## config.mk

```make
export PLATFORM = sky130hd
export DESIGN_NAME = serial_chunk_adder
export DESIGN_NICKNAME = d
export VERILOG_FILES = /design/src/rtl/serial_chunk_adder_pkg.sv /design/src/rtl/serial_chunk_adder_slice.sv /design/src/rtl/serial_chunk_adder.sv
export SDC_FILE = /design/constraint.sdc
export NUM_CORES = 1
export LEC_CHECK = 0
export CAP_MARGIN = 20
export CORE_MARGIN = 3
export CORE_UTILIZATION = 48
export DETAILED_ROUTE_END_ITERATION = 6
export PLACE_DENSITY = 0.7
export SYNTH_ARGS = -nofsm -noshare
export SYNTH_HDL_FRONTEND = slang
export SYNTH_HIERARCHICAL = 1
export SYNTH_SLANG_ARGS = --single-unit
export TNS_END_PERCENT = 5
```

## constraint.sdc

```tcl
create_clock -name clock -period 10.75 [get_ports clock]
set_clock_uncertainty 0.1 [all_clocks]
set_input_delay 2.15 -clock clock [delete_from_list [all_inputs] [get_ports clock]]
set_output_delay 2.15 -clock clock [all_outputs]
set_load 0.03 [all_outputs]
```

## src/rtl/serial_chunk_adder_pkg.sv

```systemverilog
// Shared types and elaboration helpers for the multi-cycle chunked adder/subtractor.
package serial_chunk_adder_pkg;

    typedef enum logic [1:0] {
        IDLE = 2'd0,
        BUSY = 2'd1,
        DONE = 2'd2
    } state_t;

    function automatic int num_chunks(input int width, input int chunk);
        return width / chunk;
    endfunction

    // A single-chunk configuration still needs a one-bit counter.
    function automatic int cnt_width(input int n);
        return (n <= 1) ? 1 : $clog2(n);
    endfunction

    function automatic bit chunk_fits(input int width, input int chunk);
        return (chunk >= 1) && (width >= chunk) && ((width % chunk) == 0);
    endfunction

endpackage

```

## src/rtl/serial_chunk_adder_slice.sv

```systemverilog
// Combinational CHUNK-bit adder slice; reports the carry into its MSB for overflow detection.
module chunk_adder_slice #(
    parameter int CHUNK = 16
) (
    input  logic [CHUNK-1:0] a,
    input  logic [CHUNK-1:0] b,
    input  logic             cin,
    output logic [CHUNK-1:0] sum,
    output logic             cout,
    output logic             msb_carry_in
);

    always_comb begin
        {cout, sum} = {1'b0, a} + {1'b0, b} + {{CHUNK{1'b0}}, cin};
        // Sum bit = a ^ b ^ carry-in, so the carry into the MSB falls out directly.
        msb_carry_in = sum[CHUNK-1] ^ a[CHUNK-1] ^ b[CHUNK-1];
    end

endmodule

```

## src/rtl/serial_chunk_adder.sv

```systemverilog
// WIDTH-bit add/subtract computed CHUNK bits per cycle through one reused slice and a registered carry.
module serial_chunk_adder
    import serial_chunk_adder_pkg::*;
#(
    parameter int WIDTH = 64,
    parameter int CHUNK = 16
) (
    input  logic             clock,
    input  logic             reset,
    input  logic             io_in_valid,
    output logic             io_in_ready,
    input  logic [WIDTH-1:0] io_a,
    input  logic [WIDTH-1:0] io_b,
    input  logic             io_cin,
    input  logic             io_sub,
    output logic             io_out_valid,
    input  logic             io_out_ready,
    output logic [WIDTH-1:0] io_c,
    output logic             io_cout,
    output logic             io_ovf
);

    localparam int NUM_CHUNKS = num_chunks(WIDTH, CHUNK);
    localparam int CNT_W      = cnt_width(NUM_CHUNKS);
    localparam logic [CNT_W-1:0] LAST = CNT_W'(NUM_CHUNKS - 1);

    generate
        if (!chunk_fits(WIDTH, CHUNK)) begin : g_bad_params
            $error("serial_chunk_adder: WIDTH must be a non-zero multiple of CHUNK");
        end
    endgenerate

    state_t             state_reg, state_next;
    logic [CNT_W-1:0]   cnt_reg;
    logic               carry_reg;
    logic [WIDTH-1:0]   a_reg, b_reg, res_reg, res_next, c_reg;
    logic               cout_reg, ovf_reg;

    logic [CHUNK-1:0]   slice_sum;
    logic               slice_cout, slice_msb_cin;
    logic               last_chunk;

    chunk_adder_slice #(.CHUNK(CHUNK)) u_slice (
        .a            (a_reg[cnt_reg*CHUNK +: CHUNK]),
        .b            (b_reg[cnt_reg*CHUNK +: CHUNK]),
        .cin          (carry_reg),
        .sum          (slice_sum),
        .cout         (slice_cout),
        .msb_carry_in (slice_msb_cin)
    );

    assign last_chunk = (cnt_reg == LAST);

    // Partial sums build up here so io_c keeps the previous result until the op completes.
    always_comb begin
        res_next = res_reg;
        res_next[cnt_reg*CHUNK +: CHUNK] = slice_sum;
    end

    always_ff @(posedge clock or negedge reset) begin
        if (!reset) begin
            state_reg <= IDLE;
        end else begin
            state_reg <= state_next;
        end
    end

    always_comb begin
        state_next   = state_reg;
        io_in_ready  = 1'b0;
        io_out_valid = 1'b0;
        case (state_reg)
            IDLE: begin
                io_in_ready = 1'b1;
                if (io_in_valid) state_next = BUSY;
            end
            BUSY: begin
                if (last_chunk) state_next = DONE;
            end
            DONE: begin
                io_out_valid = 1'b1;
                if (io_out_ready) state_next = IDLE;
            end
            default: state_next = IDLE;
        endcase
    end

    always_ff @(posedge clock or negedge reset) begin
        if (!reset) begin
            cnt_reg   <= '0;
            carry_reg <= 1'b0;
            a_reg     <= '0;
            b_reg     <= '0;
            res_reg   <= '0;
            c_reg     <= '0;
            cout_reg  <= 1'b0;
            ovf_reg   <= 1'b0;
        end else begin
            case (state_reg)
                IDLE: begin
                    if (io_in_valid) begin
                        // Subtraction is a + ~b + 1, so invert b and fold the +1 into the carry.
                        a_reg     <= io_a;
                        b_reg     <= io_b ^ {WIDTH{io_sub}};
                        carry_reg <= io_cin ^ io_sub;
                        cnt_reg   <= '0;
                    end
                end
                BUSY: begin
                    res_reg   <= res_next;
                    carry_reg <= slice_cout;
                    cnt_reg   <= cnt_reg + 1'b1;
                    if (last_chunk) begin
                        c_reg    <= res_next;
                        cout_reg <= slice_cout;
                        ovf_reg  <= slice_cout ^ slice_msb_cin;
                    end
                end
                default: ;
            endcase
        end
    end

    assign io_c    = c_reg;
    assign io_cout = cout_reg;
    assign io_ovf  = ovf_reg;

endmodule

```

==> results of run 1 <==
power by group:
group	internal [mW]	leakage, nW	switching (mW)	total [mW]
Combinational	1.20	3.01	2.01	3.21
Clock	0.547	0.428	0.354	0.902
Sequential	1.35	3.12	0.266	1.62
metal layers:
| layer | up-vias | wire, µm | track usage |
|---|---|---|---|
| met5 | - | 19 | 0 |
| met4 | 2 | 551 | 0.0442 |
| met3 | 38 | 1500 | 0.0303 |
| met2 | 269 | 13700 | 0.351 |
| met1 | 4239 | 13100 | 0.313 |
| li1 | 4267 | - | - |
critical path, cell delays in order (launching register included):
cell and delay [ps]:
dfrtp_2 430, buf_4 570, mux4_2 640, fa_1 500, fa_1 420, a21o_1 230, a31oi_2 220, nor2_2 100
a32oi_1 300, xnor2_1 360, and2_1 220, nand4_1 120, a31oi_1 200
kinds of logic after synthesis:
logic type / after synthesis / synth area share
AOI/OAI and AO/OA: 277 / 0.151
xor gates and xnor gates: 79 / 0.0580
adders and majority gates: 22 / 0.0243
buffers and inverters: 114 / 0.0498
DFF: 247 / 0.518
muxes: 34 / 0.0622
and+or+nand+nor: 389 / 0.137
layout by cell type (no fill, tap or decap), drive strengths merged, types with 3 or more instances in the layout:
cell type	n
nand2	270
a31oi	19
a32oi	16
ha	20
buf	13
a211oi	5
o21ai	76
inv	12
nand3	6
nor2b	35
and3	3
a21o	4
a21oi	80
clkinv	4
nor2	58
clkdlybuf4s50	199
and2	3
dfrtp	247
nor3	3
clkbuf	41
a22o	63
xor2	5
xnor2	74
mux4	32
final cells by class:
| cell class | count | area, µm² | share of cell area |
|---|---|---|---|
| flip-flops and latches | 247 | 6180 | 0.418 |
| multi-input cells | 801 | 5180 | 0.350 |
| repair buffers | 213 | 2110 | 0.143 |
| clock buffers | 40 | 785 | 0.0530 |
| well taps | 324 | 405 | 0.0274 |
| clock inverters | 6 | 83.8 | 0.00567 |
| inverters | 12 | 45.0 | 0.00305 |
through the flow:
stage,power (mW),hold slack [ps],instance area (µm²),utilization
after floorplan,3.87,340,11900,-
after global placement,4.72,353,13900,0.570
after detailed placement,4.79,359,13900,0.570
after CTS,5.71,376,14800,0.605
after global routing,6.11,393,14800,0.606
final,5.73,373,14800,0.606
how the worst max path moves through the flow:
stage | cells after the start | endpoint | slack [ps] | startpoint
2_1_floorplan | 13 | io_c[46] | 6880 | cnt_reg[0]
3_3_place_gp | 4 | b_reg[24] | 5990 | io_in_valid
3_5_place_dp | 4 | b_reg[48] | 5940 | io_in_valid
4_1_cts | 12 | io_c[46] | 6220 | cnt_reg[0]
5_1_grt | 12 | io_c[46] | 5950 | cnt_reg[0]
6_report | 12 | io_c[46] | 6220 | cnt_reg[0]
==> flow_summary.toml, run 1 <==
[outcome]
status = "finished clean"

[layout]
final_cells = 1643
nets = 1457
syn_to_final_growth_pct = 23.9
fill_cells = 2037
n_antenna_cell = 0
drive_gt1_frac = 0.0758

[clock_tree]
htree_levels = 1
cts_tree = "built"
ctsLongestPathBuffers = 3
cts_sinks = 247
cts-buffers-inserted = 26
clock_latency_ps = 520
post_cts_resized = 0
cts_root_buffer = "clkbuf_16"
cts.clk_slew.worst_paths_ps = 60
cts_hold_buf = 0
cts_setup_buffers = 0

[grt]
grt_max_degree = 124
grt_pass1_wl_mm = 46.5
grt_pass1_vias = 8704
grtUsageTotal = 0.216
grt_overflow = 0
antenna_found_initial = 1

[routing]
drc = 0
num_vias = 8815
ant_nets = 0
routed_via_density = 5.37
drtPass1Iterations = 5
drt_iter0_drc = 905
drt_wl_total_mm = 28.9
wl_per_cell_um = 17.6

[worst_hold_path]
holdPathStages = 2
hp-class = "flip-flop to flip-flop"
hp-start = "a_reg[7]"
hold_end = "a_reg[7]"

[placed_design]
gp_congestion = 0.828
placed_cells = 1594
dp_hpwl_mm = 19.6
pre_cts_slack_ps = 5940
io_buffers = 201

[timing]
drv_slew = 0
period_share = 0.421
min_period_ps = 4530
tightest_slew_ps = 1040
report.final.hold_viol_count = 0
final.setup.worst_slack_ps = 6220
max-slew-margin-rel = 0.308
finalSetupViolCount = 0
setup-tns-final_ps = 0
rsz0062_at_grt = "false"
fmaxAchievable_ghz = 0.221

[synth]
synthTopCellsByArea = "dfrtp_1 (52%), nand2_1 (8.5%), mux4_2 (6.0%), xnor2_1 (5.4%), a22o_1 (4.6%)"
synth_top_area_cell = "dfrtp_1"
syn_nets = 1318
synth_cell_type_count = 55
synthArstFlopShare = 1.00
ys_ff_latch = 247
netlist_instances = 1162
synth_common_cells = "nand2_1 (270), dfrtp_1 (247), a21oi_1 (79), o21ai_0 (74), xnor2_1 (74)"
syn_avg_cell_area_um2 = 10.3
synth_ff_type = "dfrtp_1"
yosysMostFrequentCell = "nand2_1"
ys_seq_area_frac = 0.518
synth_top_area_frac = 0.518
synth_area_um2 = 11900
synth_enable_flop_cells = 0
yosys_warnings = 6

[worst_setup_path]
r2r-end = "io_c[46]"
worstPathRequired_ps = 11090
critPathCaptureType = "flip-flop"
reg2regPathDepth = 12
critPathLaunchType = "flip-flop"
worstPathArrival_ps = 4870
worstSetupPathType = "flip-flop to flip-flop"
r2r-start = "cnt_reg[0]"
reg2reg_slack_ps = 6220
crit_fanout = 34

[pwr]
power_density_nw_per_um2 = 388
ir_drop_uv = 258
power.leakage_nw = 6.56

[floorplan]
die_y_um = 164
num_io_pins = 202
initial_utilization = 0.489
core_area_um2 = 24400
placementRows = 57
dieArea_um2 = 26800
die_x_um = 164

[job]
cap_viol_max_count = 0
Power figures use the tool's default switching activity.
==> run 2, diff against run 1 <==
- clock period: 10.75 -> 4.6 ns (I/O delays scaled with it)
==> run 2 against run 1 <==
- cell count increased by 0.79%
- sequential power rose by 130%
- hold slack lost 110 ps
- core utilization up 0.50 points
- largest power group unchanged
==> flow_summary.toml, run 2 (same netlist as run 1, synthesis figures left out) <==
[outcome]
status = "finished clean"

[timing]
period_share = 0.871
fmaxAchievable_ghz = 0.250
drv_slew = 0
finalSetupViolCount = 0
setup-tns-final_ps = 0
min_period_ps = 4000
tightest_slew_ps = 994
report.final.hold_viol_count = 0
rsz0062_at_grt = "false"
final.setup.worst_slack_ps = 595
max-slew-margin-rel = 0.337

[clock_tree]
cts_tree = "built"
cts.clk_slew.worst_paths_ps = 60
cts-buffers-inserted = 26
clock_latency_ps = 530
htree_levels = 1
cts_sinks = 247
cts_setup_buffers = 0
ctsLongestPathBuffers = 3
cts_hold_buf = 0
cts_root_buffer = "clkbuf_16"
post_cts_resized = 0

[layout]
layout_common_cells = "nand2_1 (270), dfrtp_1 (245), clkdlybuf4s50_1 (199)"
drive_gt1_frac = 0.0841
syn_to_final_growth_pct = 24.9
final_area_um2 = 14900
fill_cells = 2038
final_util = 0.611
layout_commonest_cell = "nand2_1"
nets = 1468
n_antenna_cell = 0

[worst_setup_path]
cp_cell_sequence = "mux4_2 > fa_1 > fa_1 > a21o_1 > a31oi_2 > nor2_2 > a32oi_1 > xnor2_1 > and2_1 > nand4_1 > a31oi_1"
worstPathArrival_ps = 4340
worstPathRequired_ps = 4930
cpPeakStageDelay_ps = 660
reg2regPathDepth = 11
crit_fanout = 19
worstSetupPathType = "flip-flop to flip-flop"
slowest_stage = "dfrtp_2"
critPathLaunchType = "flip-flop"
critPathCaptureType = "flip-flop"
cp_common_cell = "fa_1"

[routing]
drt_iter0_drc = 614
drt_wl_total_mm = 30.0
drc = 0
num_vias = 9046
ant_nets = 0
drtPass1Iterations = 5
wl_per_cell_um = 18.1
routed_via_density = 5.46

[grt]
antenna_found_initial = 0
grt_pass1_wl_mm = 48.2
grtUsageTotal = 0.226
grt_overflow = 0
grt_max_degree = 103
grt_pass1_vias = 8945

[job]
cap_viol_max_count = 0

[floorplan]
placementRows = 57
initial_utilization = 0.489
num_io_pins = 202
die_y_um = 164
die_x_um = 164
core_area_um2 = 24400
dieArea_um2 = 26800

[placed_design]
pre_cts_slack_ps = 609
gp_congestion = 0.878
io_buffers = 201
dp_hpwl_mm = 20.8
postPlaceCellArea_um2 = 14000

[pwr]
power_density_nw_per_um2 = 917
ir_drop_uv = 586
power.leakage_nw = 6.63
finalPower_mw = 13.7

[worst_hold_path]
hp-class = "input port to async pin"
[run 2: report_power, final]
group / total (mW) / switching [mW] / leakage [nW] / internal [mW]
Combinational: 7.75 / 4.76 / 3.07 / 2.99
Clock: 2.15 / 0.832 / 0.440 / 1.32
Sequential: 3.79 / 0.624 / 3.12 / 3.17
[run 2: metrics by stage]
stage	hold slack [ps]	cells
after floorplan	340	1162
after detailed placement	358	1608
final	262	1656
after global placement	354	1608
after global routing	288	1656
after CTS	267	1656
[run 2: routing by layer]
metal  track usage  routed length [µm]
met1         0.320               13100
met2         0.367               14400
met3        0.0313                1780
met4        0.0631                 690
met5             0                   0
[run 2: worst paths after layout]
kind | end | slack [ps] | from
setup / recovery | io_c[46] | 600 | cnt_reg[0]
hold / removal | io_c[20] | 260 | reset
setup reg to reg | io_c[46] | 600 | cnt_reg[0]
hold reg to reg | a_reg[40] | 370 | a_reg[40]
max in group asynchronous | b_reg[24] | 3210 | reset
min in group clock | a_reg[40] | 370 | a_reg[40]
[run 2: final cells by class]
type | count | area [µm²] | area share
clock inverters | 5 | 75.1 | 0.00503
multi-input cells | 801 | 5180 | 0.347
well taps | 324 | 405 | 0.0272
repair buffers | 224 | 2210 | 0.148
inverters | 12 | 45.0 | 0.00302
clock buffers | 43 | 816 | 0.0547
flip-flops and latches | 247 | 6180 | 0.415
[run 2: critical path: cells and delay by family (launching register included)]
family	cells	cell delay, ps
compound gates	4	930
fa+ha+maj	2	910
flops	1	660
mux	1	590
simple gates	3	420
xor+xnor	1	290
